### src/rtl/rx_frame_controller.sv
// rtl/rx_frame_controller.sv - UART receive frame sequencer with frame descriptor FIFO
//
// Groups received bytes into frames that close after a programmable idle gap.
// It counts the gap in bit times. Each closed frame pushes a descriptor
// {byte count, ms stamp, 0.1 ms stamp} into a first-word-fall-through FIFO.
//
// Ports:
//   clk, rst                  clock, asynchronous active-low reset
//   p_Enable_i                receive core enable
//   p_FrameFunctionEnable_i   frame function enable (qualified with p_Enable_i)
//   n_Clr_i                   active-low synchronous clear of FIFO and overflow flag
//   Byte_Synch_i              1-clk pulse per received byte
//   BaudSig_i                 1-clk pulse per bit time
//   FrameGapBits_i            idle bit times that close a frame (0 behaves as 1)
//   millisecond_stamp_i       ms timestamp
//   acqurate_stamp_i          0.1 ms timestamp
//   n_RxFrameInfo_Rd_i        active-low pop of the descriptor FIFO head
//   RxFrameInfo_o             head descriptor, 0 when empty
//   p_RxFrame_Empty_o         FIFO empty
//   p_RxFrame_Full_o          FIFO full
//   p_RxFrame_Over_o          sticky: a descriptor was dropped on a full FIFO
//   p_FrameEnd_o              1-clk pulse in the commit cycle
//   FrameLevel_o              number of descriptors held
module rx_frame_controller #(
    parameter int FRAME_DEPTH = 8,
    parameter int PTR_W       = 3,
    parameter int CNT_W       = 12
) (
    input  logic               clk,
    input  logic               rst,
    input  logic               p_Enable_i,
    input  logic               p_FrameFunctionEnable_i,
    input  logic               n_Clr_i,
    input  logic               Byte_Synch_i,
    input  logic               BaudSig_i,
    input  logic [7:0]         FrameGapBits_i,
    input  logic [11:0]        millisecond_stamp_i,
    input  logic [3:0]         acqurate_stamp_i,
    input  logic               n_RxFrameInfo_Rd_i,
    output logic [27:0]        RxFrameInfo_o,
    output logic               p_RxFrame_Empty_o,
    output logic               p_RxFrame_Full_o,
    output logic               p_RxFrame_Over_o,
    output logic               p_FrameEnd_o,
    output logic [PTR_W:0]     FrameLevel_o
);

    localparam logic [PTR_W:0] DEPTH_LVL = (PTR_W+1)'(FRAME_DEPTH);

    typedef enum logic [2:0] {
        IDLE    = 3'b001,
        INFRAME = 3'b010,
        COMMIT  = 3'b100
    } state_e;

    state_e             state_q;
    logic [CNT_W-1:0]   byte_cnt_q;
    logic [7:0]         gap_q;
    logic [15:0]        stamp_q;
    logic               frame_end_q;

    logic [27:0]        mem_q [FRAME_DEPTH];
    logic [PTR_W-1:0]   wr_ptr_q;
    logic [PTR_W-1:0]   rd_ptr_q;
    logic [PTR_W:0]     level_q;
    logic               over_q;

    logic               active;
    logic [8:0]         gap_inc;
    logic [8:0]         gap_limit;
    logic [15:0]        stamp_now;
    logic               fifo_full;
    logic               fifo_pop;
    logic               fifo_push;
    logic               fifo_drop;

    assign active    = p_Enable_i & p_FrameFunctionEnable_i;
    assign gap_inc   = {1'b0, gap_q} + 9'd1;
    // A programmed gap of zero would close every frame instantly; treat it as one bit time.
    assign gap_limit = (FrameGapBits_i == 8'd0) ? 9'd1 : {1'b0, FrameGapBits_i};
    assign stamp_now = {millisecond_stamp_i, acqurate_stamp_i};

    assign fifo_full = (level_q == DEPTH_LVL);
    assign fifo_pop  = ~n_RxFrameInfo_Rd_i & (level_q != '0);
    // A pop in the same cycle frees a slot, so a full FIFO still accepts the push.
    assign fifo_push = (state_q == COMMIT) & (~fifo_full | fifo_pop);
    assign fifo_drop = (state_q == COMMIT) & fifo_full & ~fifo_pop;

    always_ff @(posedge clk or negedge rst) begin
        if (!rst) begin
            state_q     <= IDLE;
            byte_cnt_q  <= '0;
            gap_q       <= '0;
            stamp_q     <= '0;
            frame_end_q <= 1'b0;
        end else if (!active) begin
            // Any partially assembled frame is thrown away.
            state_q     <= IDLE;
            byte_cnt_q  <= '0;
            gap_q       <= '0;
            stamp_q     <= '0;
            frame_end_q <= 1'b0;
        end else begin
            frame_end_q <= 1'b0;
            case (state_q)
                IDLE: begin
                    if (Byte_Synch_i) begin
                        state_q    <= INFRAME;
                        byte_cnt_q <= CNT_W'(1);
                        gap_q      <= '0;
                        stamp_q    <= stamp_now;
                    end
                end
                INFRAME: begin
                    // A byte in the same cycle as a baud tick restarts the gap.
                    if (Byte_Synch_i) begin
                        if (byte_cnt_q != '1) begin
                            byte_cnt_q <= byte_cnt_q + 1'b1;
                        end
                        gap_q   <= '0;
                        stamp_q <= stamp_now;
                    end else if (BaudSig_i) begin
                        if (gap_q != 8'hFF) begin
                            gap_q <= gap_q + 1'b1;
                        end
                        if (gap_inc >= gap_limit) begin
                            state_q     <= COMMIT;
                            frame_end_q <= 1'b1;
                        end
                    end
                end
                COMMIT: begin
                    // A byte arriving while the previous frame commits opens the next frame.
                    if (Byte_Synch_i) begin
                        state_q    <= INFRAME;
                        byte_cnt_q <= CNT_W'(1);
                        gap_q      <= '0;
                        stamp_q    <= stamp_now;
                    end else begin
                        state_q <= IDLE;
                    end
                end
                default: begin
                    state_q <= IDLE;
                end
            endcase
        end
    end

    always_ff @(posedge clk or negedge rst) begin
        if (!rst) begin
            wr_ptr_q <= '0;
            rd_ptr_q <= '0;
            level_q  <= '0;
            over_q   <= 1'b0;
        end else if (!n_Clr_i) begin
            wr_ptr_q <= '0;
            rd_ptr_q <= '0;
            level_q  <= '0;
            over_q   <= 1'b0;
        end else begin
            if (fifo_push) begin
                wr_ptr_q <= wr_ptr_q + 1'b1;
            end
            if (fifo_pop) begin
                rd_ptr_q <= rd_ptr_q + 1'b1;
            end
            case ({fifo_push, fifo_pop})
                2'b10:   level_q <= level_q + 1'b1;
                2'b01:   level_q <= level_q - 1'b1;
                default: level_q <= level_q;
            endcase
            if (fifo_drop) begin
                over_q <= 1'b1;
            end
        end
    end

    // Storage needs no reset: the output is masked to zero while empty.
    always_ff @(posedge clk) begin
        if (fifo_push && n_Clr_i) begin
            mem_q[wr_ptr_q] <= {byte_cnt_q, stamp_q};
        end
    end

    assign RxFrameInfo_o     = (level_q == '0) ? 28'd0 : mem_q[rd_ptr_q];
    assign p_RxFrame_Empty_o = (level_q == '0);
    assign p_RxFrame_Full_o  = fifo_full;
    assign p_RxFrame_Over_o  = over_q;
    assign p_FrameEnd_o      = frame_end_q;
    assign FrameLevel_o      = level_q;

endmodule

### config.mk
export PLATFORM = sky130hd
export DESIGN_NAME = rx_frame_controller
export DESIGN_NICKNAME = d
export VERILOG_FILES = /design/src/rtl/rx_frame_controller.sv
export SDC_FILE = /design/constraint.sdc
export NUM_CORES = 1
export LEC_CHECK = 0
export BUFFER_PORTS_ARGS = -buffer_cell sky130_fd_sc_hd__buf_2
export CORE_MARGIN = 2
export CORE_UTILIZATION = 60
export DETAILED_ROUTE_END_ITERATION = 16
export GPL_ROUTABILITY_DRIVEN = 0
export MAX_ROUTING_LAYER = met4
export PLACE_DENSITY = 0.79
export SYNTH_ARGS = -nofsm -noshare
export SYNTH_HDL_FRONTEND = slang
export SYNTH_SLANG_ARGS = --single-unit
### constraint.sdc
create_clock -name clk -period 5.25 [get_ports clk]
set_clock_uncertainty 0.05 [all_clocks]
set_input_delay 0.525 -clock clk [delete_from_list [all_inputs] [get_ports clk]]
set_output_delay 0.525 -clock clk [all_outputs]
set_load 0.01 [all_outputs]
==> qor.log, run 1 <==
qor: clock_tree.postCtsResizedCells 0
qor: setup_path.critical-path-slowest-cell sky130_fd_sc_hd__dfrtp_4
qor: placement.io_buffer_count 67
qor: yosys.post_synth_and_or_nand_nor_area_fraction 0.0670
qor: setup_path.timing.setup.critical_path_class reg -> out
qor: timing.worst_slew_pin_slew 1.17 ns
qor: floorplan.top_level_ports 68
qor: final_layout.stdcell_area 12900 µm²
qor: power.ir_worst_vdd 0.233 mV
qor: timing.setup_repair_after_global_routing_missed_its_margin no
qor: floorplan.placeableCoreArea 18600 µm²
qor: clock_tree.cts.repair_timing.setup_buffer_count 0
qor: setup_path.worst_setup_path_start_kind register
qor: routing.drt_pre_antenna_iters 5
qor: setup_path.crit_buf_inv 2
qor: clock_tree.clock_insertion_delay_worst_skew 0.52 ns
qor: floorplan.floorplan.initialDensity 0.610
qor: yosys.ys_async_sr_fraction 0.185
qor: worst_hold_path.class_of_the_tightest_hold_or_removal_check in -> async
qor: routing.wire_per_inst 23.3 µm
qor: power.power_leakage 4.65 nW
qor: setup_path.critical_path.cell_chain buf_4 -> mux4_2 -> mux2i_1 -> nor2_1 -> buf_2
qor: setup_path.path_max_fanout 42
qor: final_layout.fill_cell_count 1167
qor: job.maxCapViolCount 0
qor: clock_tree.cts_num_sinks 275
qor: placement.placedInstanceArea 12000 µm²
qor: clock_tree.cts-htree-levels 1
qor: final_layout.antenna-diode-count 0
qor: timing.report.final.setup_viol 0
qor: final_layout.nNetsFinal 802
qor: global_routing.wire_length_of_the_first_global_routing_pass 36600 µm
qor: yosys.muxShareOfSynthArea 0.138
qor: final_layout.flow.area_growth_from_synthesis 13.5%
qor: timing.slew_violations 0
qor: setup_path.cp_data_arrival_time 2.98 ns
qor: yosys.post_synthesis_cell_type_count 56
qor: yosys.synth_seq_cells 275
qor: setup_path.path_delay_family flip-flops
qor: yosys.dominant_combinational_cell_family_by_area_after_synthesis multiplexers
qor: clock_tree.cts_bufs_inserted 28
qor: setup_path.crit_path_start rd_ptr_q[0]
qor: timing.tns 0 ns
qor: floorplan.rows 50
qor: yosys.netlist_top_cells_area sky130_fd_sc_hd__edfxtp_1 59%, sky130_fd_sc_hd__mux4_2 11%, sky130_fd_sc_hd__dfrtp_1 11%, sky130_fd_sc_hd__mux2i_1 2.6%, sky130_fd_sc_hd__nand2_1 1.8%
qor: yosys.sequential_cell_area_fraction_in_the_yosys_report 0.704
qor: clock_tree.cts.reportedPaths.clkPinSlew 0.06 ns
qor: yosys.postSynthNetCount 724
qor: yosys.synthXorXnorAreaFrac 0.00925
qor: global_routing.grt_pass1_vias 6613
qor: status.status complete, no violations
qor: setup_path.worst-endpoint-required 4.68 ns
qor: routing.initialDrtViolationCount 587
qor: yosys.synth_compound_gate_area_share 0.0472
qor: placement.place.detailed.hpwl 12900 µm
qor: power.power.density_cell_area 340 nW/µm²
qor: yosys.netlist_area 11400 µm²
qor: floorplan.die_w 142 µm
qor: routing.drc 0
qor: yosys.synth.top_cell.area_share 0.592
qor: yosys.synthAdderAreaFrac 0.0172
qor: global_routing.largest_net_degree_at_the_start_of_global_routing 52
qor: routing.num_vias 6355
qor: routing.routed_wirelength 23600 µm
qor: timing.fmaxAchievable 281 MHz
qor: global_routing.grt_antenna_before_repair 0
qor: clock_tree.cts.path.max_buffers 3
qor: yosys.netlist.top_cell.by_area sky130_fd_sc_hd__edfxtp_1
qor: timing.period_minus_ws_final 3.55 ns
qor: yosys.syn_avg_cell_area 16.8 µm²
qor: timing.relSlewSlack 0.213
qor: routing.drt-vias-per-instance 6.29
qor: yosys.yosys_warnings 0
qor: global_routing.grtUsageTotal 0.249
qor: floorplan.total_die_area 20100 µm²
qor: yosys.post_syn_instances 677
qor: yosys.ys.flop_type sky130_fd_sc_hd__edfxtp_1
qor: setup_path.endpoint_kind output pin
qor: clock_tree.cts_tree yes
qor: setup_path.critPathMaxStageDelay 0.98 ns
qor: routing.detail-route-antenna-nets 0
qor: clock_tree.root_buffer sky130_fd_sc_hd__clkbuf_16
qor: global_routing.overflow 0
qor: floorplan.die_height 142 µm
qor: clock_tree.cts_hold_repair.buffers 0
qor: setup_path.worst_r2r_startpoint state_q[2]
qor: timing.final_hold_viol_count 0
qor: final_layout.drive_above_1_share 0.254
qor: yosys.number_of_flops_mapped_to_enable_cells_by_yosys 224
qor: timing.layout_worst_path_cycle_share 0.677
## path summary, 6_finish.rpt
check	end	slack, ns	cells past startpoint
max	RxFrameInfo_o[7]	1.70	5
min	byte_cnt_q[5]	0.08	2
max reg2reg	mem_q[5][2]	2.25	5
min reg2reg	gap_q[6]	0.51	1
max in group asynchronous	rd_ptr_q[0]	4.48	2
min in group clk	stamp_q[10]	0.19	3
## worst register-to-register path, delay by kind of cell, from the launching register on
family,cells,cell delay (ns)
DFF,1,0.49
and+or+nand+nor,3,1.35
AOI/OAI and AO/OA,1,0.31
buffers and inverters,1,0.45
## report_power, final
group          internal, W  switching [W]
clock network      0.00116       0.000792
logic            0.0000199      0.0000379
registers          0.00236      0.0000186
## layer usage
| layer | routed length, µm | track usage | up-vias |
|---|---|---|---|
| li1 | - | - | 2780 |
| met5 | 0 | - | - |
| met3 | 1630 | 0.0368 | 44 |
| met4 | 403 | 0.0668 | 0 |
| met2 | 12400 | 0.428 | 296 |
| met1 | 9180 | 0.315 | 3235 |
## flip-flops by register name (all words and copies together), names as in the netlist
register / flops
mem_q: 224
stamp_q: 16
byte_cnt_q: 12
gap_q: 8
FrameLevel_o: 4
rd_ptr_q: 3
state_q: 3
wr_ptr_q: 3
p_FrameEnd_o: 1
p_RxFrame_Over_o: 1
## area by class of cell
| class | count | area [µm²] | area share |
|---|---|---|---|
| repair buffers | 79 | 425 | 0.0330 |
| inverters | 16 | 60.1 | 0.00466 |
| flip-flops and latches | 275 | 8010 | 0.621 |
| well taps | 234 | 293 | 0.0227 |
| multi-input cells | 355 | 3200 | 0.248 |
| clock buffers | 43 | 808 | 0.0627 |
| clock inverters | 9 | 105 | 0.00815 |
## synthesized netlist by cell type (all sizes together), types with 14 or more instances
cell type  number
buf            15
clkbuf         16
dfrtp          50
edfxtp        224
ha             14
inv            16
mux2i          29
mux4           56
nand2          56
nand3          14
nor2           43
o21ai          38
## through the flow
| stage | hold slack (ns) | total power [W] | util | setup WS [ns] | instances |
|---|---|---|---|---|---|
| 5_1_grt | 0.138 | 0.00450 | 0.692 | 1.50 | 1011 |
| 6_report | 0.0754 | 0.00438 | 0.692 | 1.70 | 1011 |
| 4_1_cts | 0.123 | 0.00441 | 0.692 | 1.64 | 1011 |
| 2_1_floorplan | 0.179 | 0.00244 | - | 1.36 | 677 |
| 3_3_place_gp | 0.463 | 0.00247 | 0.643 | 2.26 | 959 |
| 3_5_place_dp | 0.483 | 0.00248 | 0.643 | 2.22 | 959 |
## kinds of logic (layout without fill, tap and decap cells)
group / Yosys count / in the layout
adder cells (fa/ha/maj): 15 / 15
AO/OA/AOI/OAI: 81 / 81
buffers and inverters: 47 / 147
AND/OR/NAND/NOR: 161 / 161
flip-flops: 275 / 275
multiplexers: 86 / 86
XOR/XNOR: 12 / 12
## cell usage in the layout (no fill, tap or decap), types with 3 or more instances in the layout
| master | synthesis | final |
|---|---|---|
| sky130_fd_sc_hd__nand2b_1 | 8 | 8 |
| sky130_fd_sc_hd__and2_1 | 7 | 7 |
| sky130_fd_sc_hd__nand2_1 | 56 | 56 |
| sky130_fd_sc_hd__clkinv_2 | 0 | 3 |
| sky130_fd_sc_hd__nor2b_1 | 4 | 4 |
| sky130_fd_sc_hd__ha_1 | 14 | 14 |
| sky130_fd_sc_hd__a22o_1 | 5 | 5 |
| sky130_fd_sc_hd__a21oi_1 | 8 | 8 |
| sky130_fd_sc_hd__clkbuf_8 | 0 | 3 |
| sky130_fd_sc_hd__buf_4 | 2 | 12 |
| sky130_fd_sc_hd__nor3_1 | 10 | 8 |
| sky130_fd_sc_hd__or3_1 | 4 | 4 |
| sky130_fd_sc_hd__clkbuf_16 | 0 | 29 |
| sky130_fd_sc_hd__buf_2 | 6 | 67 |
| sky130_fd_sc_hd__xnor2_1 | 8 | 8 |
| sky130_fd_sc_hd__mux2i_1 | 29 | 29 |
| sky130_fd_sc_hd__nor2_1 | 43 | 37 |
| sky130_fd_sc_hd__inv_1 | 16 | 16 |
| sky130_fd_sc_hd__a21o_1 | 5 | 5 |
| sky130_fd_sc_hd__clkinvlp_4 | 0 | 4 |
| sky130_fd_sc_hd__dfrtp_1 | 50 | 47 |
| sky130_fd_sc_hd__xor2_1 | 4 | 4 |
| sky130_fd_sc_hd__a31oi_1 | 3 | 3 |
| sky130_fd_sc_hd__edfxtp_1 | 224 | 224 |
| sky130_fd_sc_hd__nand3_1 | 14 | 14 |
| sky130_fd_sc_hd__o31ai_1 | 7 | 7 |
| sky130_fd_sc_hd__nor2_2 | 0 | 6 |
| sky130_fd_sc_hd__clkbuf_1 | 16 | 11 |
| sky130_fd_sc_hd__mux4_2 | 56 | 56 |
| sky130_fd_sc_hd__o21ai_0 | 37 | 37 |
Power figures use the tool's default switching activity.
==> run 2, diff against run 1 <==
--- a/config.mk
+++ b/config.mk
@@ -5,13 +5,14 @@
 export SDC_FILE = /design/constraint.sdc
 export NUM_CORES = 1
 export LEC_CHECK = 0
+export ABC_AREA = 1
 export BUFFER_PORTS_ARGS = -buffer_cell sky130_fd_sc_hd__buf_2
 export CORE_MARGIN = 2
-export CORE_UTILIZATION = 60
+export CORE_UTILIZATION = 61
 export DETAILED_ROUTE_END_ITERATION = 16
 export GPL_ROUTABILITY_DRIVEN = 0
 export MAX_ROUTING_LAYER = met4
-export PLACE_DENSITY = 0.79
+export PLACE_DENSITY = 0.8
 export SYNTH_ARGS = -nofsm -noshare
 export SYNTH_HDL_FRONTEND = slang
 export SYNTH_SLANG_ARGS = --single-unit
==> constraint.sdc (replaced) <==
create_clock -name clk -period 3.3 [get_ports clk]
set_clock_uncertainty 0.05 [all_clocks]
set_input_delay 0.33 -clock clk [delete_from_list [all_inputs] [get_ports clk]]
set_output_delay 0.33 -clock clk [all_outputs]
set_load 0.01 [all_outputs]
==> qor.log, run 2 <==
qor: status.status complete, no violations
qor: timing.tns 0 ns [unchanged]
qor: power.power.density_cell_area 667 nW/µm² [+96%]
qor: yosys.syn_avg_cell_area 11.4 µm² [-32%]
qor: yosys.yosys_warnings 0 [unchanged]
qor: final_layout.drive_above_1_share 0.135 [-0.118]
qor: clock_tree.cts_bufs_inserted 26 [-7.1%]
qor: placement.preCtsSetupSlack 0.657 ns [-1.57 ns]
qor: routing.wire_per_inst 19.0 µm [-19%]
qor: yosys.netlist_top_cells_area sky130_fd_sc_hd__edfxtp_1 58%, sky130_fd_sc_hd__dfrtp_1 11%, sky130_fd_sc_hd__nor2_1 8.3%, sky130_fd_sc_hd__o21ai_0 4.6%, sky130_fd_sc_hd__o32ai_1 4.2%
qor: timing.layout_worst_path_cycle_share 0.944
qor: timing.fmaxAchievable 321 MHz
qor: clock_tree.cts.path.max_buffers 3 [unchanged]
qor: final_layout.final_core_util 0.709 [+0.0169]
qor: setup_path.critical_path.cell_chain clkinv_2 -> buf_12 -> nor2_1 -> o32ai_1 -> nor2_1 -> nor2_1 -> buf_2
qor: final_layout.layout.cells.most_common sky130_fd_sc_hd__nor2_1
qor: timing.setup_repair_after_global_routing_missed_its_margin no
qor: yosys.top_count_cell_post_synth sky130_fd_sc_hd__nor2_1
qor: floorplan.die_w 142 µm [+0.46%]
qor: timing.postLayoutSetupSlackWorst 0.185 ns [-1.51 ns]
qor: global_routing.grt_antenna_before_repair 0 [unchanged]
qor: yosys.ys.flop_type sky130_fd_sc_hd__edfxtp_1
qor: routing.num_vias 8013 [+26%]
qor: yosys.netlist.top_cell.by_area sky130_fd_sc_hd__edfxtp_1
qor: timing.final_hold_viol_count 0 [unchanged]
qor: final_layout.largest-register mem_q
qor: floorplan.rows 50 [unchanged]
qor: timing.worst_slew_pin_slew 0.948 ns [-0.220 ns]
qor: yosys.ys_async_sr_fraction 0.185 [unchanged]
qor: clock_tree.cts-htree-levels 1 [unchanged]
qor: routing.detail-route-antenna-nets 0 [unchanged]
qor: yosys.sequential_cell_area_fraction_in_the_yosys_report 0.686 [-0.0181]
qor: floorplan.placeableCoreArea 18700 µm² [+0.34%]
qor: setup_path.critical-path-slowest-cell sky130_fd_sc_hd__dfrtp_4
qor: setup_path.endpoint_kind output pin
qor: placement.io_buffer_count 67 [unchanged]
qor: final_layout.nNetsFinal 1137 [+42%]
qor: global_routing.largest_net_degree_at_the_start_of_global_routing 68 [+31%]
qor: final_layout.largest_reg_flops 224 [unchanged]
qor: yosys.number_of_flops_mapped_to_enable_cells_by_yosys 224 [unchanged]
qor: clock_tree.clock_insertion_delay_worst_skew 0.53 ns [about the same]
qor: timing.slew_violations 0 [unchanged]
qor: routing.drt_pre_antenna_iters 7 [+2]
qor: setup_path.cp_data_arrival_time 2.73 ns [-0.25 ns]
qor: floorplan.floorplan.initialDensity 0.624 [+0.0139]
qor: floorplan.top_level_ports 68 [unchanged]
qor: global_routing.grtUsageTotal 0.269 [+0.0205]
qor: clock_tree.cts_tree yes
qor: setup_path.path_max_fanout 66 [+57%]
qor: worst_hold_path.class_of_the_tightest_hold_or_removal_check in -> reg
qor: clock_tree.cts_num_sinks 275 [unchanged]
qor: yosys.post_synthesis_cell_type_count 39 [-30%]
qor: setup_path.timing.setup.critical_path_class reg -> out
qor: yosys.synth.top_cell.area_share 0.577 [-0.0152]
qor: routing.initialDrtViolationCount 812 [+38%]
qor: clock_tree.cts.reportedPaths.clkPinSlew 0.06 ns [about the same]
qor: final_layout.flow.area_growth_from_synthesis 13.7%
qor: floorplan.total_die_area 20200 µm² [+0.92%]
qor: setup_path.worst_setup_path_start_kind register
qor: global_routing.wire_length_of_the_first_global_routing_pass 40800 µm [+11%]
qor: global_routing.overflow 0 [unchanged]
qor: final_layout.biggestRegsByFlops mem_q: 224 flops, stamp_q: 16 flops, byte_cnt_q: 12 flops
qor: setup_path.worst_path_most_repeated_cell sky130_fd_sc_hd__nor2_1
qor: final_layout.antenna-diode-count 0 [unchanged]
qor: yosys.postSynthNetCount 1066 [+47%]
qor: yosys.ys_top_cells_by_count 259 x sky130_fd_sc_hd__nor2_1, 224 x sky130_fd_sc_hd__edfxtp_1, 108 x sky130_fd_sc_hd__o21ai_0
qor: timing.period_minus_ws_final 3.11 ns
qor: power.power_leakage 5.14 nW [+10%]
qor: setup_path.worst-endpoint-required 2.92 ns [-1.76 ns]
qor: routing.drc 0 [unchanged]
qor: clock_tree.root_buffer sky130_fd_sc_hd__clkbuf_16
qor: global_routing.grt_pass1_vias 7862 [+19%]
qor: power.ir_worst_vdd 0.382 mV [+64%]
qor: yosys.netlist_area 11700 µm² [+2.6%]
qor: routing.routed_wirelength 25500 µm [+8.2%]
qor: routing.drt-vias-per-instance 5.96 [-5.2%]
qor: yosys.synth_seq_cells 275 [unchanged]
qor: setup_path.critPathMaxStageDelay 0.64 ns [-0.34 ns]
qor: timing.relSlewSlack 0.367 [+0.154]
qor: job.maxCapViolCount 0 [unchanged]
qor: placement.place.detailed.hpwl 14700 µm [+14%]
qor: final_layout.layout_common_cells 253 x sky130_fd_sc_hd__nor2_1, 224 x sky130_fd_sc_hd__edfxtp_1, 108 x sky130_fd_sc_hd__o21ai_0
qor: timing.report.final.setup_viol 0 [unchanged]
qor: yosys.post_syn_instances 1019 [+51%]
qor: floorplan.die_height 142 µm [+0.46%]
qor: timing.worst_hold_slack 0.0207 ns [-0.0546 ns]
run 2: cell types whose count changed after synthesis, sizes merged, moves of 9 or more:
cell / delta
o21ai: +85
inv: +52
mux4: -56
nand2: +24
clkbuf: +16
o32ai: +56
nor2: +217
nand3: +23
nand2b: -9
mux2i: -29
run 2: cell type report:
| class | instances | area, µm² |
|---|---|---|
| Tap cell | 234 | 293 |
| Inverter | 68 | 256 |
| Sequential cell | 275 | 8010 |
| Clock buffer | 42 | 793 |
| Multi-Input combinational cell | 625 | 3250 |
| Timing Repair Buffer | 94 | 606 |
| Clock inverter | 6 | 52.6 |
| Fill cell | 1244 | 5450 |
run 2: worst max-delay path: cells and delay by family, from the launching register on:
kind / cells / cell delay (ns)
flip-flops: 1 / 0.64
AND/OR/NAND/NOR: 3 / 0.37
AO/OA/AOI/OAI: 1 / 0.28
buffers and inverters: 3 / 0.88
run 2: power breakdown:
group / switching [W] / internal [W]
logic: 0.00132 / 0.000712
clock network: 0.00120 / 0.00172
registers: 0.000118 / 0.00378
total: 0.00264 / 0.00621
run 2: repair_timing:
| action | in CTS | in global routing |
|---|---|---|
| hold buffers | 7 | 0 |
| gates resized for setup | 0 | 0 |
| endpoints found under the hold margin | 36 | 0 |
| buffers inserted | 0 | 0 |
run 2: per-layer routing:
metal	vias up	wire [µm]	global-route usage
met4	0	529	0.0842
met3	52	2090	0.0384
met1	3840	10300	0.356
met5	-	0	-
met2	369	12600	0.441
li1	3752	-	-
run 2: path summary, 6_finish.rpt:
check / slack [ns] / depth (start not counted) / startpoint / to
worst max register to register: 0.67 / 13 / FrameLevel_o[0] / FrameLevel_o[3]
worst max-delay path: 0.19 / 7 / rd_ptr_q[0] / RxFrameInfo_o[23]
worst min register to register: 0.48 / 2 / gap_q[1] / gap_q[1]
min in group asynchronous: 0.42 / 2 / rst / byte_cnt_q[5]
worst min-delay path: 0.02 / 3 / millisecond_stamp_i[8] / stamp_q[12]
max in group asynchronous: 2.06 / 3 / rst / byte_cnt_q[1]
run 2: per-stage QoR:
stage               std cells  area (µm²)  total power, W
floorplan                1019       11700         0.00533
global placement         1289       12300         0.00590
detailed placement       1289       12300         0.00596
CTS                      1344       13300         0.00885
global route             1344       13300         0.00927
finish                   1344       13300         0.00885
run 2: cell families (layout without fill, tap and decap cells):
group,Yosys count,after routing,synth area share
XOR/XNOR,13,13,0.00976
buffers and inverters,119,210,0.0412
AND/OR/NAND/NOR,399,399,0.139
AO/OA/AOI/OAI,198,198,0.107
adder cells (fa/ha/maj),15,15,0.0167
flip-flops,275,275,0.686
==> run 3, diff against run 2 <==
==> constraint.sdc (replaced) <==
create_clock -name clk -period 3 [get_ports clk]
set_clock_uncertainty 0.05 [all_clocks]
set_input_delay 0.3 -clock clk [delete_from_list [all_inputs] [get_ports clk]]
set_output_delay 0.3 -clock clk [all_outputs]
set_load 0.01 [all_outputs]
==> qor.log, run 3 (synthesis gave the netlist of run 2 again) <==
qor: final_layout.largest-register mem_q
qor: setup_path.worst-endpoint-required 2.65 ns [-0.27 ns]
qor: setup_path.worst_r2r_startpoint state_q[0]
qor: setup_path.regToRegEndpoint byte_cnt_q[2]
qor: final_layout.final_core_util 0.716 [+0.00729]
qor: global_routing.overflow 0 [unchanged]
qor: global_routing.grt-busiest-layer met2
qor: timing.period_minus_ws_final 2.81 ns
qor: power.p_seq_frac 0.436 [-0.005]
qor: setup_path.critPathMaxStageDelay 0.70 ns [+0.06 ns]
qor: timing.slew_violations 0 [unchanged]
qor: final_layout.layout.area.seq 8010 µm² [about the same]
qor: routing.detail-route-antenna-nets 0 [unchanged]
qor: floorplan.rows 50 [unchanged]
qor: timing.relSlewSlack 0.332 [-0.0346]
qor: routing.num_vias 8074 [+0.76%]
qor: clock_tree.cts_bufs_inserted 27 [+3.8%]
qor: final_layout.fill_cell_count 1205 [-3.1%]
qor: power.internal-power 0.00685 W [+10%]
qor: clock_tree.cts_tree yes
qor: final_layout.layout_common_cells 253 x sky130_fd_sc_hd__nor2_1, 224 x sky130_fd_sc_hd__edfxtp_1, 108 x sky130_fd_sc_hd__o21ai_0
qor: final_layout.largest_reg_flops 224 [unchanged]
qor: final_layout.layout.cells.most_common sky130_fd_sc_hd__nor2_1
qor: final_layout.drive_above_1_share 0.141 [+0.00581]
qor: floorplan.die_w 142 µm [unchanged]
qor: global_routing.grt_pass1_vias 7843 [-0.24%]
qor: global_routing.grtUsageTotal 0.269 [about the same]
qor: clock_tree.cts-htree-levels 1 [unchanged]
qor: status.status complete, no violations
qor: final_layout.antenna-diode-count 0 [unchanged]
qor: floorplan.floorplan.initialDensity 0.624 [unchanged]
qor: floorplan.placeableCoreArea 18700 µm² [unchanged]
qor: placement.io_buffer_count 67 [unchanged]
qor: final_layout.biggestRegsByFlops mem_q: 224 flops, stamp_q: 16 flops, byte_cnt_q: 12 flops
qor: setup_path.critical-path-slowest-cell sky130_fd_sc_hd__dfrtp_4
qor: setup_path.reg2regPathDepth 8 [-5]
qor: power.ir_worst_vdd 0.470 mV [+23%]
qor: floorplan.total_die_area 20200 µm² [unchanged]
qor: timing.worst_slew_pin_slew 1.00 ns [+0.0519 ns]
qor: timing.report.final.setup_viol 0 [unchanged]
qor: timing.tns 0 ns [unchanged]
qor: setup_path.endpoint_kind output pin
qor: clock_tree.root_buffer sky130_fd_sc_hd__clkbuf_16
qor: floorplan.top_level_ports 68 [unchanged]
qor: routing.drc 0 [unchanged]
qor: power.pwr-share-comb 0.233 [+0.003]
qor: power.power_leakage 5.19 nW [+1.0%]
qor: power.power.density_cell_area 733 nW/µm² [+9.9%]
qor: worst_hold_path.min_path_cells 3 [unchanged]
qor: clock_tree.cts.reportedPaths.clkPinSlew 0.06 ns [about the same]
qor: power.clockPowerShare 0.331 [+0.002]
qor: global_routing.met2_usage 0.447 [+0.00636]
qor: setup_path.cp_data_arrival_time 2.46 ns [-0.27 ns]
qor: clock_tree.clock_insertion_delay_worst_skew 0.54 ns [about the same]
qor: clock_tree.cts.path.max_buffers 3 [unchanged]
qor: global_routing.grt_antenna_before_repair 0 [unchanged]
qor: clock_tree.cts_num_sinks 275 [unchanged]
qor: setup_path.critical_path.cell_chain buf_12 -> o21ai_0 -> o32ai_1 -> o21ai_1 -> nor2_1 -> buf_2
qor: floorplan.die_height 142 µm [unchanged]
qor: worst_hold_path.hp-start millisecond_stamp_i[1]
qor: setup_path.timing.setup.critical_path_class reg -> out
qor: setup_path.crit_path_start rd_ptr_q[1]
qor: routing.routed_wirelength 25800 µm [+1.2%]
qor: worst_hold_path.class_of_the_tightest_hold_or_removal_check in -> reg
qor: timing.layout_worst_path_cycle_share 0.937
qor: timing.final_hold_viol_count 0 [unchanged]
qor: routing.wire_per_inst 19.1 µm [+0.39%]
qor: clock_tree.cts.repair_timing.setup_buffer_count 0 [unchanged]
qor: timing.setup_repair_after_global_routing_missed_its_margin no
qor: power.net_switching_power_figure 0.00297 W [+13%]
qor: placement.place.detailed.hpwl 14300 µm [-2.7%]
qor: job.maxCapViolCount 0 [unchanged]
qor: setup_path.worst_setup_path_start_kind register
qor: final_layout.flow.area_growth_from_synthesis 14.8%
qor: final_layout.nNetsFinal 1148 [+0.97%]
qor: setup_path.ff2ff_setup_slack 0.37 ns [-0.30 ns]
qor: power.swShare 0.302 [+0.00407]
qor: worst_hold_path.worst_hold_path.endpoint stamp_q[5]
qor: global_routing.globalRouteMet1Util 0.359 [+0.00296]
qor: global_routing.groute.layer.met3.usage 0.0293 [-0.00908]
qor: routing.initialDrtViolationCount 911 [+12%]
qor: setup_path.path_max_fanout 58 [-12%]
qor: final_layout.multi_input_area 3250 µm² [unchanged]
qor: routing.drt_pre_antenna_iters 5 [-2]
qor: global_routing.largest_net_degree_at_the_start_of_global_routing 114 [+68%]
qor: routing.drt-vias-per-instance 5.96 [about the same]
qor: timing.fmaxAchievable 356 MHz
qor: global_routing.wire_length_of_the_first_global_routing_pass 41100 µm [+0.96%]
## run 3: cell types whose count changed in the layout (fill, tap and decap cells not counted), moves of 2 or more
cell and delta:
sky130_fd_sc_hd__dlygate4sd3_1 +8, sky130_fd_sc_hd__clkbuf_1 -4, sky130_fd_sc_hd__clkinvlp_4 +3, sky130_fd_sc_hd__buf_12 +2, sky130_fd_sc_hd__clkinv_2 +2
## run 3: how the worst max path moves through the flow
stage	end	slack, ns	cells after the start
after detailed placement	byte_cnt_q[2]	0.42	8
after global placement	byte_cnt_q[4]	0.52	8
after CTS	RxFrameInfo_o[23]	0.03	6
final	RxFrameInfo_o[23]	0.19	6
after global routing	RxFrameInfo_o[23]	0.04	6
after floorplan	mem_q[2][0]	0.24	8
## run 3: what timing repair did
action,in CTS,in global routing
hold buffers,15,0
setup endpoints to repair,0,3
hold endpoints to repair,34,0
gates resized for setup,0,1
## run 3: layer usage
layer / vias up / wire, µm
met5: - / 0
met4: 0 / 547
met3: 45 / 2020
met2: 365 / 13100
met1: 3886 / 10200
li1: 3778 / -
## run 3: layout make-up
type	count	share of cell area
Multi-Input combinational cell	625	0.242
Inverter	68	0.0192
Clock inverter	11	0.00691
Clock buffer	38	0.0573
Tap cell	234	0.0219
Sequential cell	275	0.598
Timing Repair Buffer	104	0.0542
## run 3: worst max-delay path: cells and delay by family, from the launching register on
family | cells | cell delay, ns
AOI/OAI and AO/OA | 3 | 0.42
buffers and inverters | 2 | 0.49
DFF | 1 | 0.70
and+or+nand+nor | 1 | 0.28
## run 3: power groups by stage
stage                     clock (W)  combinational, W  sequential (W)
after floorplan                   0           0.00157         0.00429
after global placement            0           0.00217         0.00434
after detailed placement          0           0.00224         0.00435
after CTS                   0.00328           0.00228         0.00427
after global routing        0.00343           0.00255         0.00429
final                       0.00325           0.00229         0.00428
## run 3: through the flow
step / cell area, µm² / worst slack (ns) / hold WS [ns] / cells / power, W
after floorplan: 11700 / 0.243 / -0.0456 / 1019 / 0.00586
after global placement: 12400 / 0.522 / 0.248 / 1291 / 0.00652
after detailed placement: 12400 / 0.419 / 0.252 / 1291 / 0.00659
after CTS: 13400 / 0.0333 / 0.00626 / 1355 / 0.00984
after global routing: 13400 / 0.0402 / 0.0182 / 1355 / 0.0103
final: 13400 / 0.189 / 0.0135 / 1355 / 0.00982
